$ cat src/rtl/tdm_demux4_pkg.sv
// Shared types for the 4-slot TDM demultiplexer: slot index, frame size and FSM states.
package tdm_pkg;

  localparam int unsigned NUM_SLOTS = 4;
  localparam int unsigned SLOT_W    = 2;

  typedef logic [SLOT_W-1:0] slot_t;

  localparam slot_t FIRST_SLOT = slot_t'(0);
  localparam slot_t LAST_SLOT  = slot_t'(NUM_SLOTS - 1);

  typedef enum logic {
    HUNT = 1'b0,
    LOCK = 1'b1
  } state_t;

endpackage

$ cat src/rtl/tdm_demux4_if.sv
// Serial slot stream in, four parallel channels plus status out.
interface tdm_demux4_if #(
  parameter int unsigned WIDTH = 8
);

  logic             in_valid;
  logic             in_sync;
  logic [WIDTH-1:0] in_data;
  logic [WIDTH-1:0] d0;
  logic [WIDTH-1:0] d1;
  logic [WIDTH-1:0] d2;
  logic [WIDTH-1:0] d3;
  logic             out_valid;
  logic             sync_err;
  logic             locked;

  modport master (
    output in_valid, in_sync, in_data,
    input  d0, d1, d2, d3, out_valid, sync_err, locked
  );

  modport slave (
    input  in_valid, in_sync, in_data,
    output d0, d1, d2, d3, out_valid, sync_err, locked
  );

endinterface

$ cat src/rtl/tdm_slot_ctr.sv
// 2-bit slot position counter: clear, load-to-1 (new frame), increment with natural 3->0 wrap.
module tdm_slot_ctr
  import tdm_pkg::*;
(
  input  logic  clk,
  input  logic  rst_n,
  input  logic  i_inc,
  input  logic  i_load1,
  input  logic  i_clr,
  output slot_t o_cnt,
  output logic  o_last_c
);

  slot_t r_cnt;

  // Clear has priority so an error beat always leaves the counter at slot 0.
  always_ff @(posedge clk or negedge rst_n) begin
    if (!rst_n) begin
      r_cnt <= FIRST_SLOT;
    end else if (i_clr) begin
      r_cnt <= FIRST_SLOT;
    end else if (i_load1) begin
      r_cnt <= slot_t'(1);
    end else if (i_inc) begin
      r_cnt <= r_cnt + slot_t'(1);
    end
  end

  assign o_cnt    = r_cnt;
  assign o_last_c = (r_cnt == LAST_SLOT);

endmodule

$ cat src/rtl/tdm_demux4.sv
// 1-to-4 TDM demultiplexer: frames slots on in_sync, shadows slots 0..2 and
// publishes all four channels at once when slot 3 arrives.
module tdm_demux4
  import tdm_pkg::*;
#(
  parameter int unsigned WIDTH = 8
) (
  input  logic          clk,
  input  logic          rst_n,
  tdm_demux4_if.slave   bus
);

  state_t           r_state;
  logic [WIDTH-1:0] r_shadow [NUM_SLOTS-1];
  logic [WIDTH-1:0] r_d      [NUM_SLOTS];
  logic             r_out_valid;
  logic             r_sync_err;
  logic             r_locked;

  slot_t            w_cnt;
  logic             w_last;
  logic             w_inc;
  logic             w_load1;
  logic             w_clr;
  logic             w_in_lock;

  assign w_in_lock = (r_state == LOCK);

  // Any accepted sync beat starts a frame; unsynced beats advance only a locked, mid-frame counter.
  assign w_load1 = bus.in_valid && bus.in_sync;
  assign w_inc   = bus.in_valid && !bus.in_sync && w_in_lock && (w_cnt != FIRST_SLOT);
  assign w_clr   = bus.in_valid && !bus.in_sync && w_in_lock && (w_cnt == FIRST_SLOT);

  tdm_slot_ctr u_slot_ctr (
    .clk      (clk),
    .rst_n    (rst_n),
    .i_inc    (w_inc),
    .i_load1  (w_load1),
    .i_clr    (w_clr),
    .o_cnt    (w_cnt),
    .o_last_c (w_last)
  );

  always_ff @(posedge clk or negedge rst_n) begin
    if (!rst_n) begin
      r_state     <= HUNT;
      r_locked    <= 1'b0;
      r_out_valid <= 1'b0;
      r_sync_err  <= 1'b0;
      for (int i = 0; i < int'(NUM_SLOTS) - 1; i++) r_shadow[i] <= '0;
      for (int i = 0; i < int'(NUM_SLOTS); i++)     r_d[i]      <= '0;
    end else begin
      r_out_valid <= 1'b0;
      r_sync_err  <= 1'b0;
      if (bus.in_valid) begin
        case (r_state)
          HUNT: begin
            if (bus.in_sync) begin
              r_shadow[0] <= bus.in_data;
              r_state     <= LOCK;
              r_locked    <= 1'b1;
            end
          end
          LOCK: begin
            if (bus.in_sync) begin
              // A sync anywhere but slot 0 aborts the partial frame and restarts on this beat.
              r_shadow[0] <= bus.in_data;
              if (w_cnt != FIRST_SLOT) r_sync_err <= 1'b1;
            end else if (w_cnt == FIRST_SLOT) begin
              r_sync_err <= 1'b1;
              r_state    <= HUNT;
              r_locked   <= 1'b0;
            end else if (w_last) begin
              r_d[0]      <= r_shadow[0];
              r_d[1]      <= r_shadow[1];
              r_d[2]      <= r_shadow[2];
              r_d[3]      <= bus.in_data;
              r_out_valid <= 1'b1;
            end else if (w_cnt == slot_t'(1)) begin
              r_shadow[1] <= bus.in_data;
            end else begin
              r_shadow[2] <= bus.in_data;
            end
          end
          default: begin
            r_state  <= HUNT;
            r_locked <= 1'b0;
          end
        endcase
      end
    end
  end

  assign bus.d0        = r_d[0];
  assign bus.d1        = r_d[1];
  assign bus.d2        = r_d[2];
  assign bus.d3        = r_d[3];
  assign bus.out_valid = r_out_valid;
  assign bus.sync_err  = r_sync_err;
  assign bus.locked    = r_locked;

endmodule
$ cat src/flat_wrapper.sv
// flat-port wrapper written by rule: the top's interface ports become plain ports
module tdm_demux4_flat import tdm_pkg::*;
#(
  parameter int unsigned WIDTH = 8
)
  (clk, rst_n, bus_in_valid, bus_in_sync, bus_in_data, bus_d0, bus_d1, bus_d2, bus_d3, bus_out_valid, bus_sync_err, bus_locked);
  tdm_demux4_if #(.WIDTH(WIDTH)) bus_i ();
  input  logic clk;
  input  logic rst_n;
  input wire logic [$bits(bus_i.in_valid)-1:0] bus_in_valid;
  input wire logic [$bits(bus_i.in_sync)-1:0] bus_in_sync;
  input wire logic [$bits(bus_i.in_data)-1:0] bus_in_data;
  output wire logic [$bits(bus_i.d0)-1:0] bus_d0;
  output wire logic [$bits(bus_i.d1)-1:0] bus_d1;
  output wire logic [$bits(bus_i.d2)-1:0] bus_d2;
  output wire logic [$bits(bus_i.d3)-1:0] bus_d3;
  output wire logic [$bits(bus_i.out_valid)-1:0] bus_out_valid;
  output wire logic [$bits(bus_i.sync_err)-1:0] bus_sync_err;
  output wire logic [$bits(bus_i.locked)-1:0] bus_locked;
  assign bus_i.in_valid = bus_in_valid;
  assign bus_i.in_sync = bus_in_sync;
  assign bus_i.in_data = bus_in_data;
  assign bus_d0 = bus_i.d0;
  assign bus_d1 = bus_i.d1;
  assign bus_d2 = bus_i.d2;
  assign bus_d3 = bus_i.d3;
  assign bus_out_valid = bus_i.out_valid;
  assign bus_sync_err = bus_i.sync_err;
  assign bus_locked = bus_i.locked;
  tdm_demux4 #(.WIDTH(WIDTH)) u_core (.clk(clk), .rst_n(rst_n), .bus(bus_i));
endmodule
$ cat config.mk
export PLATFORM = sky130hd
export DESIGN_NAME = tdm_demux4_flat
export DESIGN_NICKNAME = d
export VERILOG_FILES = /design/src/rtl/tdm_demux4_pkg.sv /design/src/rtl/tdm_demux4_if.sv /design/src/rtl/tdm_slot_ctr.sv /design/src/rtl/tdm_demux4.sv /design/src/flat_wrapper.sv
export SDC_FILE = /design/constraint.sdc
export NUM_CORES = 1
export LEC_CHECK = 0
export CAP_MARGIN = 10
export CORE_ASPECT_RATIO = 0.5
export CORE_UTILIZATION = 45
export CTS_CLUSTER_SIZE = 28
export DETAILED_ROUTE_END_ITERATION = 8
export DONT_BUFFER_PORTS = 1
export SLEW_MARGIN = 40
export SYNTH_ARGS = -nofsm -noshare
export SYNTH_HDL_FRONTEND = slang
export SYNTH_SLANG_ARGS = --single-unit
$ cat constraint.sdc
create_clock -name clk -period 2.7 [get_ports clk]
set_clock_uncertainty 0.15 [all_clocks]
set_input_delay 0.675 -clock clk [delete_from_list [all_inputs] [get_ports clk]]
set_output_delay 0.675 -clock clk [all_outputs]
set_load 0.02 [all_outputs]
Yosys cells after proc, flatten, opt, wreduce, memory -nomap -nowiden
Index checks and enable logic that the tools add are counted.
{ "classes": {"n_addsub": 1, "n_bitwise": 5, "shift": 0, "n_mux": 22, "reduce_logical": 14, "order_cmp": 0, "mul": 0, "n_eq_ne": 5, "n_div": 0} }
{ "ops": {"columns": ["operator", "n"], "rows": [
  ["$mux W1", 16],
  ["$reduce_and A6 Y1", 2],
  ["$mux W8", 1],
  ["$mux W2", 3],
  ["$ne A2 B2 Y1 const B", 3],
  ["$logic_and A1 B1 Y1", 5],
  ["$not A1 Y1", 5],
  ["$reduce_and A5 Y1", 1],
  ["$pmux W1 S2", 2],
  ["$reduce_and A4 Y1", 1],
  ["$reduce_bool A3 Y1", 1],
  ["$add A2 B1 Y2 const B", 1],
  ["$eq A2 B1 Y1 const B", 1],
  ["$eq A2 B2 Y1 const B", 1],
  ["$logic_not A2 Y1", 1],
  ["$reduce_and A2 Y1", 1],
  ["$reduce_bool A2 Y1", 1],
  ["$logic_not A1 Y1", 1]
]} }
{ "totals": {"output_inout_bits": 35, "latch_bits": 0, "in_bits": 12, "mem_bits_ro": 0, "ff_bits": 62, "memories": 0, "mem_bits_rw": 0, "wordCells": 59} }

Longest topological paths before layout
{ "depth": {"word_depth": 7, "depth_mapped": 7, "ltp_nobuf": 6} }

By module
A second synthesis with hierarchy kept.
{ "hier_totals": {"cells_unflattened": 148, "area_unflattened_um2": 2414.8} }
{ "by_module_without_submodules": {"columns": ["module", "n_inst", "cells_per_inst", "area_each_um2"], "rows": [
  ["tdm_demux4", 1, 140, 2319.7],
  ["tdm_slot_ctr", 1, 8, 95.1]
]} }

Worst setup path before layout
Ideal clock, no wire load.
{ "synth_timing": {"path_type": "input to register", "startpoint": "input port bus_in_sync", "endpoint": "register u_core.r_shadow[0] in the netlist's numbering", "t_arrival_ps": 1783, "n_path_buf": 2, "stages": 5, "path_slack_ps": 642, "setup_time_ps": 125, "path_cell_list": "buf_6 -> nand3b_4 -> or4_1 -> buf_6 -> mux2_4"} }
{ "synth_between": {"elab_chain_cells": 2} }
{ "synth_rtl": {"columns": ["element", "line", "text"], "rows": [
  ["start: declaration", "flat_wrapper.sv:11", "input wire logic [$bits(bus_i.in_sync)-1:0] bus_in_sync;"],
  ["$not A1 Y1 (no line)", null, null],
  ["$reduce_and A6 Y1 (no line)", null, null],
  ["end: declaration", "tdm_demux4.sv:14", "logic [WIDTH-1:0] r_shadow [NUM_SLOTS-1];"]
]} }
Every way passes these cells.
A chain may end at the register's enable or synchronous reset.

Worst setup path after layout
{ "layout_timing": {"startpoint": "register u_core.u_slot_ctr.r_cnt[0] (netlist: u_core.u_slot_ctr.o_cnt[0])", "endpoint": "register u_core.r_shadow[2] in the netlist's numbering"} }
{ "layout_between": {"elab_chain_cells": 3, "word_cells_on_any_way": 7} }
{ "layout_rtl": {"columns": ["element", "line", "text"], "rows": [
  ["start: declaration", "tdm_slot_ctr.sv:14", "slot_t r_cnt;"],
  ["start signal: assignment", "tdm_slot_ctr.sv:23", "r_cnt <= slot_t'(1);"],
  ["start signal: assignment", "tdm_slot_ctr.sv:25", "r_cnt <= r_cnt + slot_t'(1);"],
  ["$eq A2 B1 Y1, or another cell as far along", "tdm_demux4.sv:79", "end else if (w_cnt == slot_t'(1)) begin"],
  ["$not A1 Y1 (no line)", null, null],
  ["$reduce_and A6 Y1 (no line) (*)", null, null]
]} }
Mark *: on every way between the ends. The rest lies on a longest branch, timed or not.

==> flow_results.org <==
** Placed design
- Before CTS, the worst setup slack after placement is 0.475 ns.
- Detailed placer's ending HPWL :: ~2600 um
- Placed instance area :: approximately 0.0025 mm2
- Placed insts :: 221
- The count of buffers added on input and output ports is 0.
- Routability-driven placement finished with a final weighted congestion of 0.802.

** Routing
- Antenna violation net count after detailed routing :: 0
- Vias after detailed routing :: 1237
- Dividing the detail-routed via count by the number of cells gives 5.20.
- The first detailed-routing pass ran for 4 iterations.
- After detailed routing, the average wire length per cell comes to approximately 17 um.
- Sum of routed wire length over all layers :: between 4000 and 5000 um
- For this run, design rule violations remaining after detail routing come to 0.
- The detailed router finished its first iteration with 52 violations.

** Global routing
- The first global-routing pass estimated 6640 um of wire.
- Global routing used 16.7% of the available tracks.
- The initial antenna violation count came to 0.
- Entering global routing, the biggest net connects 63 pins.
- For this run the aggregate overflow at the end of global routing stands at 0.
- The via count of the first global-routing pass is 1286.

** Floorplan
- During I/O placement, the number of pins put on the boundary was 47.
- The die covers 0.00590 mm2.
- Vert. Die Dim :: 54.8 um
- For this configuration, the core starts out at a cell density of 48.9%.
- After floorplanning, the core was sized to cover approximately 0.005 mm2.
- The floorplan step set the die width to 108 um.
- Site row count :: 18

** STA
- Setup violations remaining at the end of the flow were counted as 0.
- Fin crit period :: 2.23 ns
- Dividing the final minimum period by the clock period gives 82.6%.
- Relative slew margins :: between 50% and 60%
- The count of endpoints failing hold in the final timing report came to 0.
- Final TNS setup :: 0 ns
- Setup repair after global routing left no endpoint under its margin.
- After layout, the worst setup slack is approximately 0.47 ns.
- At the pin with the least slew margin, the transition time is 0.629 ns.
- Based on the critical path, the design can be clocked at up to roughly 450 MHz.
- The count of final max-slew check failures was 0.

** CTS
- Worst-path clk slew :: 0.06 ns
- H-tree depth :: 3
- Post-CTS setup buffer count :: 0
- Number of clock buffers inserted by TritonCTS :: 9
- In this run the deepest clock path goes through 2 buffers.
- Num Clock Sinks :: 62
- CTS root buf :: sky130_fd_sc_hd__clkbuf_8
- TritonCTS built the clock tree.
- Clk Latency, worst-skew pair :: between 0.3 and 0.4 ns

** Logic synthesis
- In this run, synthesis produced a sequential element count of between 60 and 70.
- Post-synthesis sequential area ratio :: 61.8%
- A synthesized cell averages 15.9 um2.
- Post-synthesis adder-cell area fraction :: between 2 and 2.5%
- For this run, the number of Yosys warnings is 0.
- Post-synthesis cell type count :: 21
- Simple-gate share of the synthesized area :: 3.64%
- After synthesis, the largest family of logic cells by area is multiplexers.
- Synthesized-area fraction occupied by xor and xnor cells :: 0%
- Share of synthesized area spent on multiplexers :: 27.3%
- Counting every net in the synthesized netlist gives 175.
- Cell count after synthesis :: 158
- Post-synthesis instance area :: 0.00251 mm2
- The synthesized netlist devotes 1.59% of its cell area to compound gates.

** Critical path
- Crit path launch :: u_core.u_slot_ctr.o_cnt[0]$_DFFE_PN0P_
- Cell family with the largest share of critical-path delay :: simple AND/OR/NAND/NOR gates
- Cells along the critical path :: inv_1 > ha_1 > or4_1 > mux2_4
- The worst register-to-register path ends at u_core.r_shadow[2]$_DFFE_PN0P_.
- WP buf/inv :: 1
- In this run the register-to-register setup slack is 0.47 ns.
- Endpoint required time on the critical path :: approximately 2.8 ns
- Critical path's slowest cell :: sky130_fd_sc_hd__or4_1
- Stages on the worst setup path :: 4
- Element type at the critical path start :: flop
- Worst Reg-to-Reg Cells :: 4
- In this design, the stage delay of the slowest critical-path cell is 0.82 ns.
- Critical path fanouts, max :: 8
- Worst setup EP type :: flop
- Class of the most critical setup path :: flop to flop
- Data arrival time of the critical path :: 2.30 ns
- Worst flop-to-flop path startpoint :: u_core.u_slot_ctr.o_cnt[0]$_DFFE_PN0P_
- In this run the worst setup path terminates at u_core.r_shadow[2]$_DFFE_PN0P_.

** Final layout
- Fill cells in the final layout number 460.
- At the end of the flow, the number of nets in the layout was 180.
- From synthesis to final layout, the design area changed by 9.11%.
- Cells with a size suffix above 1 make up 43.5% of the layout.
- Antenna diode count :: 0
- After the flow finishes, the layout carries non-filler instances totaling 238.
- Summing all non-filler instances in the final layout gives an area of 0.00274 mm2.

** Run status
- Status :: finished, final reports clean

** Pwr
- Leakage power :: 1.37 nW
- Across the VDD grid, the largest voltage drop is 0.000437 V.
- PwrDens :: 1020 mW/mm2

** Hold path
- Tightest Hold Check Type :: input pin to asynchronous set/reset pin

** Job
- Across the run, the number of max-cap violations was 0.
[stage by stage]
| step | hold slack [ns] | util [%] | power, mW |
|---|---|---|---|
| floorplan | 0.229 | - | 2.01 |
| global placement | 0.231 | 49.6 | 2.08 |
| detailed placement | 0.231 | 49.6 | 2.11 |
| CTS | 0.0488 | 53.4 | 2.84 |
| global route | 0.0495 | 53.4 | 2.97 |
| finish | 0.0488 | 53.4 | 2.80 |
[sequential cells by signal, summed over array words and instances (netlist names)]
| register | flops |
|---|---|
| u_core.r_shadow | 24 |
| u_core.bus.d0 | 8 |
| u_core.bus.d1 | 8 |
| u_core.bus.d2 | 8 |
| u_core.bus.d3 | 8 |
| u_core.u_slot_ctr.o_cnt | 2 |
| u_core.bus.locked | 1 |
| u_core.bus.out_valid | 1 |
| u_core.bus.sync_err | 1 |
| u_core.r_state | 1 |
[logic make-up after synthesis]
group | count (synthesis)
flops | 62
mux | 56
simple gates | 15
buf+inv | 13
compound gates | 7
fa+ha+maj | 5
[how the worst min path moves through the flow]
stage / from / endpoint / slack, ns / depth (start not counted)
after floorplan: rst_n / u_core.bus.d0[0]$_DFFE_PN0P_ / 0.23 / 0
after global placement: rst_n / u_core.bus.d1[4]$_DFFE_PN0P_ / 0.23 / 0
after detailed placement: rst_n / u_core.bus.d1[4]$_DFFE_PN0P_ / 0.23 / 0
after CTS: rst_n / u_core.r_shadow[7]$_DFFE_PN0P_ / 0.05 / 1
after global routing: rst_n / u_core.bus.d1[3]$_DFFE_PN0P_ / 0.05 / 1
final: rst_n / u_core.bus.d1[3]$_DFFE_PN0P_ / 0.05 / 1
[power by group]
part / leakage [nW] / internal (mW) / switching, mW
sequential: 0.795 / 1.23 / 0.374
clock: 0.0861 / 0.353 / 0.336
combinational: 0.487 / 0.343 / 0.165
total: 1.37 / 1.92 / 0.874
[synthesized netlist by cell type]
library cell	instances	share of area (%)
sky130_fd_sc_hd__nand3b_1	1	0.30
sky130_fd_sc_hd__mux2_2	41	18
sky130_fd_sc_hd__ha_1	5	2.5
sky130_fd_sc_hd__nand4_1	1	0.25
sky130_fd_sc_hd__and3_1	1	0.25
sky130_fd_sc_hd__or3_1	1	0.25
sky130_fd_sc_hd__a22o_1	1	0.35
sky130_fd_sc_hd__dfrtp_1	62	62
sky130_fd_sc_hd__or4_1	1	0.30
sky130_fd_sc_hd__mux2_4	15	9.0
sky130_fd_sc_hd__nand2_1	6	0.90
sky130_fd_sc_hd__o21ai_0	2	0.40
sky130_fd_sc_hd__nor2_1	2	0.30
sky130_fd_sc_hd__buf_4	1	0.30
sky130_fd_sc_hd__nand3b_4	1	0.80
sky130_fd_sc_hd__buf_2	4	0.80
sky130_fd_sc_hd__inv_1	5	0.75
sky130_fd_sc_hd__a21oi_1	3	0.60
sky130_fd_sc_hd__buf_6	3	1.3
sky130_fd_sc_hd__nor3b_1	1	0.30
sky130_fd_sc_hd__a31oi_1	1	0.25
[placed cells by master, fill, tap and decap left out]
cell                         instances
sky130_fd_sc_hd__or4_1               1
sky130_fd_sc_hd__mux2_2             41
sky130_fd_sc_hd__nand3b_1            1
sky130_fd_sc_hd__mux2_4             15
sky130_fd_sc_hd__buf_4               1
sky130_fd_sc_hd__buf_16              1
sky130_fd_sc_hd__a22o_1              1
sky130_fd_sc_hd__clkbuf_8           10
sky130_fd_sc_hd__nand4_1             1
sky130_fd_sc_hd__or3_1               1
sky130_fd_sc_hd__a21oi_1             3
sky130_fd_sc_hd__dfrtp_1            62
sky130_fd_sc_hd__clkbuf_1            2
sky130_fd_sc_hd__inv_1               5
sky130_fd_sc_hd__nand3b_4            1
sky130_fd_sc_hd__a31oi_1             1
sky130_fd_sc_hd__o21ai_0             2
sky130_fd_sc_hd__nor2_1              2
sky130_fd_sc_hd__and3_1              1
sky130_fd_sc_hd__nor3b_1             1
sky130_fd_sc_hd__clkinvlp_4          1
sky130_fd_sc_hd__nand2_1             6
sky130_fd_sc_hd__clkinv_2            3
sky130_fd_sc_hd__ha_1                5
[per-layer routing]
layer | share of wire [%] | global-route usage [%] | routed length [um] | vias to the layer above
met5 | 0 | 0 | 0 | -
met4 | 1.4 | 7.76 | 59 | 0
met3 | 8.5 | 11.0 | 351 | 8
met2 | 44 | 25.0 | 1810 | 36
met1 | 46 | 18.9 | 1920 | 638
li1 | - | - | - | 555
[worst register-to-register path, cell delays in order (launching register included)]
cell and delay (ns):
sky130_fd_sc_hd__dfrtp_1 0.42, sky130_fd_sc_hd__inv_1 0.07, sky130_fd_sc_hd__ha_1 0.27, sky130_fd_sc_hd__or4_1 0.82
sky130_fd_sc_hd__mux2_4 0.39
[final cells by class]
type | count | area (um2) | share of cell area (%)
inverters | 5 | 18.8 | 0.685
clock inverters | 4 | 22.5 | 0.822
well taps | 70 | 87.6 | 3.19
multi-input cells | 83 | 881 | 32.1
flip-flops and latches | 62 | 1550 | 56.6
repair buffers | 2 | 35.0 | 1.28
clock buffers | 12 | 145 | 5.29
[repair_timing]
item	in CTS	in global routing
gates resized for setup	0	0
hold buffers	1	0
hold endpoints to repair	62	0
Note: power is estimated with default switching activity, not from simulation.
